===== src/rtl/serial_subtractor_pkg.sv =====
// serial_subtractor_pkg
//   Shared types and constants for the bit-serial subtractor.
//   - sub_state_t       : FSM state encoding (IDLE, SHIFT, DONE)
//   - SUB_WIDTH_DEFAULT : default operand/result width
package serial_subtractor_pkg;

  typedef enum logic [1:0] {
    IDLE  = 2'd0,
    SHIFT = 2'd1,
    DONE  = 2'd2
  } sub_state_t;

  localparam int SUB_WIDTH_DEFAULT = 3;

endpackage


===== src/rtl/serial_subtractor_fs.sv =====
// full_subtractor
//   One-bit full subtractor cell computing a - b - br_in.
//   Ports:
//     a      in  1 : minuend bit
//     b      in  1 : subtrahend bit
//     br_in  in  1 : borrow into this bit
//     d      out 1 : difference bit
//     br_out out 1 : borrow out of this bit
module full_subtractor (
  input  logic a,
  input  logic b,
  input  logic br_in,
  output logic d,
  output logic br_out
);

  logic w_p;

  assign w_p    = a ^ b;
  assign d      = w_p ^ br_in;
  // Borrow when b exceeds a outright, or when they match and a borrow ripples through.
  assign br_out = (~a & b) | (~w_p & br_in);

endmodule


===== src/rtl/serial_subtractor.sv =====
// serial_subtractor
//   Bit-serial ripple-borrow subtractor: diff = (a - b - b_in) mod 2^WIDTH,
//   processed LSB first, one bit per clock, with a start/done handshake.
//   Optional feature macro: SERIAL_SUBTRACTOR_OVERFLOW_EN adds the signed
//   overflow output and its flop.
//   Ports:
//     clk      in  1     : clock, rising edge
//     rst_n    in  1     : asynchronous active-low reset
//     start    in  1     : request, sampled only in IDLE
//     a        in  WIDTH : minuend, captured on accept
//     b        in  WIDTH : subtrahend, captured on accept
//     b_in     in  1     : borrow-in, captured on accept
//     busy     out 1     : high in SHIFT and DONE
//     done     out 1     : one-cycle completion pulse
//     diff     out WIDTH : result, held until the next accepted start
//     b_out    out 1     : final borrow (a < b + b_in, unsigned)
//     overflow out 1     : signed overflow (only with the macro defined)
module serial_subtractor
  import serial_subtractor_pkg::*;
#(
  parameter int WIDTH = SUB_WIDTH_DEFAULT
) (
  input  logic             clk,
  input  logic             rst_n,
  input  logic             start,
  input  logic [WIDTH-1:0] a,
  input  logic [WIDTH-1:0] b,
  input  logic             b_in,
  output logic             busy,
  output logic             done,
  output logic [WIDTH-1:0] diff,
  output logic             b_out
`ifdef SERIAL_SUBTRACTOR_OVERFLOW_EN
  ,
  output logic             overflow
`endif
);

  localparam int CNT_W = $clog2(WIDTH + 1);
  localparam logic [CNT_W-1:0] LAST_BIT = CNT_W'(WIDTH - 1);

  sub_state_t       r_state;
  sub_state_t       w_state_next;
  logic [CNT_W-1:0] r_cnt;
  logic [WIDTH-1:0] r_a;
  logic [WIDTH-1:0] r_b;
  logic [WIDTH-1:0] r_res;
  logic             r_borrow;
  logic             r_busy;
  logic             r_done;
  logic [WIDTH-1:0] r_diff;
  logic             r_bout;
  logic             w_accept;
  logic             w_last;
  logic             w_d;
  logic             w_br;

  full_subtractor u_fs (
    .a      (r_a[0]),
    .b      (r_b[0]),
    .br_in  (r_borrow),
    .d      (w_d),
    .br_out (w_br)
  );

  always_comb begin
    w_state_next = r_state;
    w_accept     = 1'b0;
    w_last       = 1'b0;
    case (r_state)
      IDLE: begin
        if (start) begin
          w_accept     = 1'b1;
          w_state_next = SHIFT;
        end
      end
      SHIFT: begin
        if (r_cnt == LAST_BIT) begin
          w_last       = 1'b1;
          w_state_next = DONE;
        end
      end
      DONE:    w_state_next = IDLE;
      default: w_state_next = IDLE;
    endcase
  end

  always_ff @(posedge clk or negedge rst_n) begin
    if (!rst_n) begin
      r_state <= IDLE;
    end else begin
      r_state <= w_state_next;
    end
  end

  always_ff @(posedge clk or negedge rst_n) begin
    if (!rst_n) begin
      r_cnt    <= '0;
      r_a      <= '0;
      r_b      <= '0;
      r_res    <= '0;
      r_borrow <= 1'b0;
      r_busy   <= 1'b0;
      r_done   <= 1'b0;
      r_diff   <= '0;
      r_bout   <= 1'b0;
    end else begin
      r_done <= w_last;
      if (w_accept) begin
        r_a      <= a;
        r_b      <= b;
        r_borrow <= b_in;
        r_cnt    <= '0;
        r_busy   <= 1'b1;
      end else if (r_state == SHIFT) begin
        r_a      <= r_a >> 1;
        r_b      <= r_b >> 1;
        r_borrow <= w_br;
        // Result bits enter at the MSB so the first (LSB) bit lands at bit 0 after WIDTH shifts.
        r_res    <= {w_d, r_res[WIDTH-1:1]};
        r_cnt    <= r_cnt + 1'b1;
      end else if (r_state == DONE) begin
        r_busy   <= 1'b0;
      end
      // Outputs are loaded on the final shift so they are valid alongside done.
      if (w_last) begin
        r_diff <= {w_d, r_res[WIDTH-1:1]};
        r_bout <= w_br;
      end
    end
  end

`ifdef SERIAL_SUBTRACTOR_OVERFLOW_EN
  logic r_ovf;

  // On the last shift r_borrow is the borrow into the MSB and w_br the borrow out of it.
  always_ff @(posedge clk or negedge rst_n) begin
    if (!rst_n) begin
      r_ovf <= 1'b0;
    end else if (w_last) begin
      r_ovf <= r_borrow ^ w_br;
    end
  end

  assign overflow = r_ovf;
`endif

  assign busy  = r_busy;
  assign done  = r_done;
  assign diff  = r_diff;
  assign b_out = r_bout;

endmodule


===== config.mk =====
export PLATFORM = sky130hd
export DESIGN_NAME = serial_subtractor
export DESIGN_NICKNAME = d
export VERILOG_FILES = /design/src/rtl/serial_subtractor_pkg.sv /design/src/rtl/serial_subtractor_fs.sv /design/src/rtl/serial_subtractor.sv
export SDC_FILE = /design/constraint.sdc
export NUM_CORES = 1
export LEC_CHECK = 0
export CORE_MARGIN = 2
export CORE_UTILIZATION = 47
export CTS_BUF_LIST = sky130_fd_sc_hd__clkbuf_2 sky130_fd_sc_hd__clkbuf_4 sky130_fd_sc_hd__clkbuf_8
export CTS_CLUSTER_DIAMETER = 60
export DETAILED_ROUTE_END_ITERATION = 7
export PLACE_DENSITY = 0.76
export SETUP_SLACK_MARGIN = 0.15
export SLEW_MARGIN = 20
export SYNTH_ARGS = -nofsm -noshare
export SYNTH_HDL_FRONTEND = slang
export SYNTH_SLANG_ARGS = --single-unit
export TNS_END_PERCENT = 100

===== constraint.sdc =====
create_clock -name clk -period 1.3 [get_ports clk]
set_input_delay 0.26 -clock clk [delete_from_list [all_inputs] [get_ports clk]]
set_output_delay 0.26 -clock clk [all_outputs]
set_load 0.05 [all_outputs]

==> flow_summary.yaml, run 1 <==
clock_tree:
  ctsHtreeMaxLevel: 1
  cts_inserted_buffers: 3
  clk_latency_ps: 290
  clock-sinks: 19
  cts_tree: "yes"
  clk_pin_slew_ps: 110
  root_buffer: "clkbuf_4"
  clock_path_buffers: 2
layout:
  seq_area_sq_um: 478.0
  area_growth_pct: 51.96
  final_area_sq_mm: 0.001310
  post-route-util_pct: 75.87
  layout.nets: 121
  nFillCells: 114
  multi_input_area_sq_um: 384.1
  n_antenna_cell: 0
  layout-drive-gt1-share_pct: 43.52
logic_synthesis:
  synth_cells: 72
  synth_top_area_cell: "dfrtp_1"
  ys_seq_area_share_pct: 55.15
  synth_common_cells: "dfrtp_1, inv_1, nand2_1, nor2_1, o22ai_1"
  ys_types: 24
  synth_warnings: 0
  synth_top_area_share_pct: 55.15
  synth-main-ff-cell: "dfrtp_1"
  yosys.cell_count.top_type: "dfrtp_1"
  async_flop_share_pct: 100.0
  syn_nets: 84
  synth_edf_count: 0
  yosys-top-cells-area: "dfrtp_1, mux2_4, inv_1, nand2_1, o32ai_1"
  syn_area_sq_um: 862.1
  avgSynthCellArea_sq_um: 11.97
  ys_ff_latch: 19
timing:
  finalCritPeriodShare_pct: 100.1
  setup_violations: 1
  slew_headroom_pct: 82.32
  skew_ps: 3.362
  final_max_slew_viol_count: 0
  worstMarginPinSlew_ps: 265.0
  setup_tns_ps: -1.360
  fin_crit_ps: 1301
  rsz0062_at_grt: "true"
  holdWs_ps: 279.0
  fmax_ghz: 0.7684
  setup_slack_ps: -1.360
  hold_viol_final: 0
worst_setup_path:
  cp_max_fo: 2
  arrival_ps: 1500
  cp_top_family: "adder cells"
  required_ps: 1490
  cpMaxStageDelayCell: "fa_2"
  critPathBufInv: 1
  path_cells: "inv_2 > fa_2 > mux2_4"
  cpPeakStageDelay_ps: 430
  path_depth: 3
  startpoint_type: "flip-flop"
  critPathKind: "reg2reg"
  ff2ff_path_depth: 3
  endpoint_kind: "flip-flop"
power_and_ir_drop:
  p_total_mw: 3.542
  powerDensity_mw_per_mm2: 2704
  ir_worst_vdd_uv: 1335
  leakage_nw: 0.6490
die:
  dieArea_sq_mm: 0.002193
  dieWidth_um: 46.83
  fp.dieH_um: 46.83
  ios: 16
  num_rows: 15
  start_util_pct: 49.93
  core-area_sq_mm: 0.001727
drt:
  dr.pass1.iters: 4
  via_per_inst: 5.023
  wl_um: 1960
  vias: 668
  routedWlPerCell_um: 14.74
  drt-initial-drc-count: 15
  antenna_left: 0
  drcViolationCount: 0
global_route:
  grt-ovfl-total: 0
  antenna_found_initial: 0
  track_usage_pct: 20.58
  grt_first_pass_wirelength_um: 3132
  grt_max_degree: 20
  grt_pass1_vias: 711
worst_hold_path:
  hold_path_class: "in2async"
place:
  post_dp_cell_area_sq_mm: 0.001147
  portBuffers: 15
  gp_routability_congestion: 0.7828
  dp_hpwl_um: 1311
outcome:
  violations: "setup timing"
  outcome: "complete, but fails checks"
flow_run:
  max_cap_viol_count: 0
==> through the flow <==
stage	setup WS, ps	cells
3_5_place_dp	-151.1	118
4_1_cts	16.32	129
2_1_floorplan	35.49	72
5_1_grt	-18.32	133
3_3_place_gp	-109.9	118
6_report	-1.360	133
==> final timing paths <==
| path | start | slack [ps] | endpoint |
|---|---|---|---|
| worst max-delay path | r_borrow | -1 | diff[2] |
| worst min-delay path | rst_n | 280 | r_cnt[1] |
| worst max register to register | r_borrow | -1 | diff[2] |
| worst min register to register | r_res[1] | 500 | r_res[1] |
| max in group asynchronous | rst_n | 810 | r_state[1] |
| min in group clk | start | 470 | r_state[0] |
==> report_power, final <==
part,internal [mW],switching [mW],leakage [nW]
Clock,0.114,0.188,0.0177
Sequential,0.868,0.254,0.229
Combinational,1.17,0.944,0.402
==> state kept, by name, summed over array words and instances, names as in the netlist <==
register,cells
diff,3
r_a,3
r_b,3
r_cnt,2
r_res,2
r_state,2
b_out,1
busy,1
done,1
r_borrow,1
==> layout make-up <==
class	instances	area share, %
inverters	9	2.579
clock buffers	3	1.719
clock inverters	1	0.3820
well taps	25	2.388
multi-input cells	43	29.32
flip-flops and latches	19	36.49
repair buffers	33	27.13
==> routing by layer <==
metal	global-route usage, %	routed length, um	vias to the layer above
li1	-	-	325
met1	26.49	830	330
met2	35.34	1073	11
met3	3.462	44	2
met4	6.667	12	0
met5	0	0	-
==> timing repair <==
| item | in CTS | in global routing |
|---|---|---|
| pin swaps | 1 | 3 |
| setup endpoints to repair | 14 | 20 |
| setup buffers | 7 | 4 |
| gates resized for setup | 5 | 8 |
| hold buffers | 0 | 0 |
==> cell usage in the layout (no fill, tap or decap), drive strengths merged <==
| cell type | instances |
|---|---|
| buf | 24 |
| or2 | 1 |
| o32ai | 4 |
| o22ai | 4 |
| a22oi | 1 |
| and2b | 1 |
| dlymetal6s2s | 1 |
| o21ai | 3 |
| fa | 1 |
| a221oi | 1 |
| mux2 | 3 |
| nand3b | 1 |
| clkdlybuf4s50 | 8 |
| nand2 | 9 |
| nand2b | 4 |
| a2bb2oi | 1 |
| o21bai | 1 |
| nor2 | 4 |
| dfrtp | 19 |
| a22o | 2 |
| inv | 9 |
| a21oi | 1 |
| clkbuf | 3 |
| ha | 1 |
| clkinv | 1 |
==> kinds of logic after synthesis <==
kind of cell | after synthesis | share of synthesized area (%)
AOI/OAI and AO/OA | 18 | 16.69
and+or+nand+nor | 20 | 13.93
DFF | 19 | 55.15
adders and majority gates | 2 | 3.773
muxes | 3 | 5.225
buffers and inverters | 10 | 5.225
Note: power is estimated with default switching activity, not from simulation.
==> run 2, diff against run 1 <==
--- a/config.mk
+++ b/config.mk
@@ -5,6 +5,7 @@
 export SDC_FILE = /design/constraint.sdc
 export NUM_CORES = 1
 export LEC_CHECK = 0
+export ABC_CLOCK_PERIOD_IN_PS = 1300
 export CORE_MARGIN = 2
 export CORE_UTILIZATION = 47
 export CTS_BUF_LIST = sky130_fd_sc_hd__clkbuf_2 sky130_fd_sc_hd__clkbuf_4 sky130_fd_sc_hd__clkbuf_8
==> results of run 2 <==
Same layout as run 1: the final DEF is identical, and so are final timing and power.
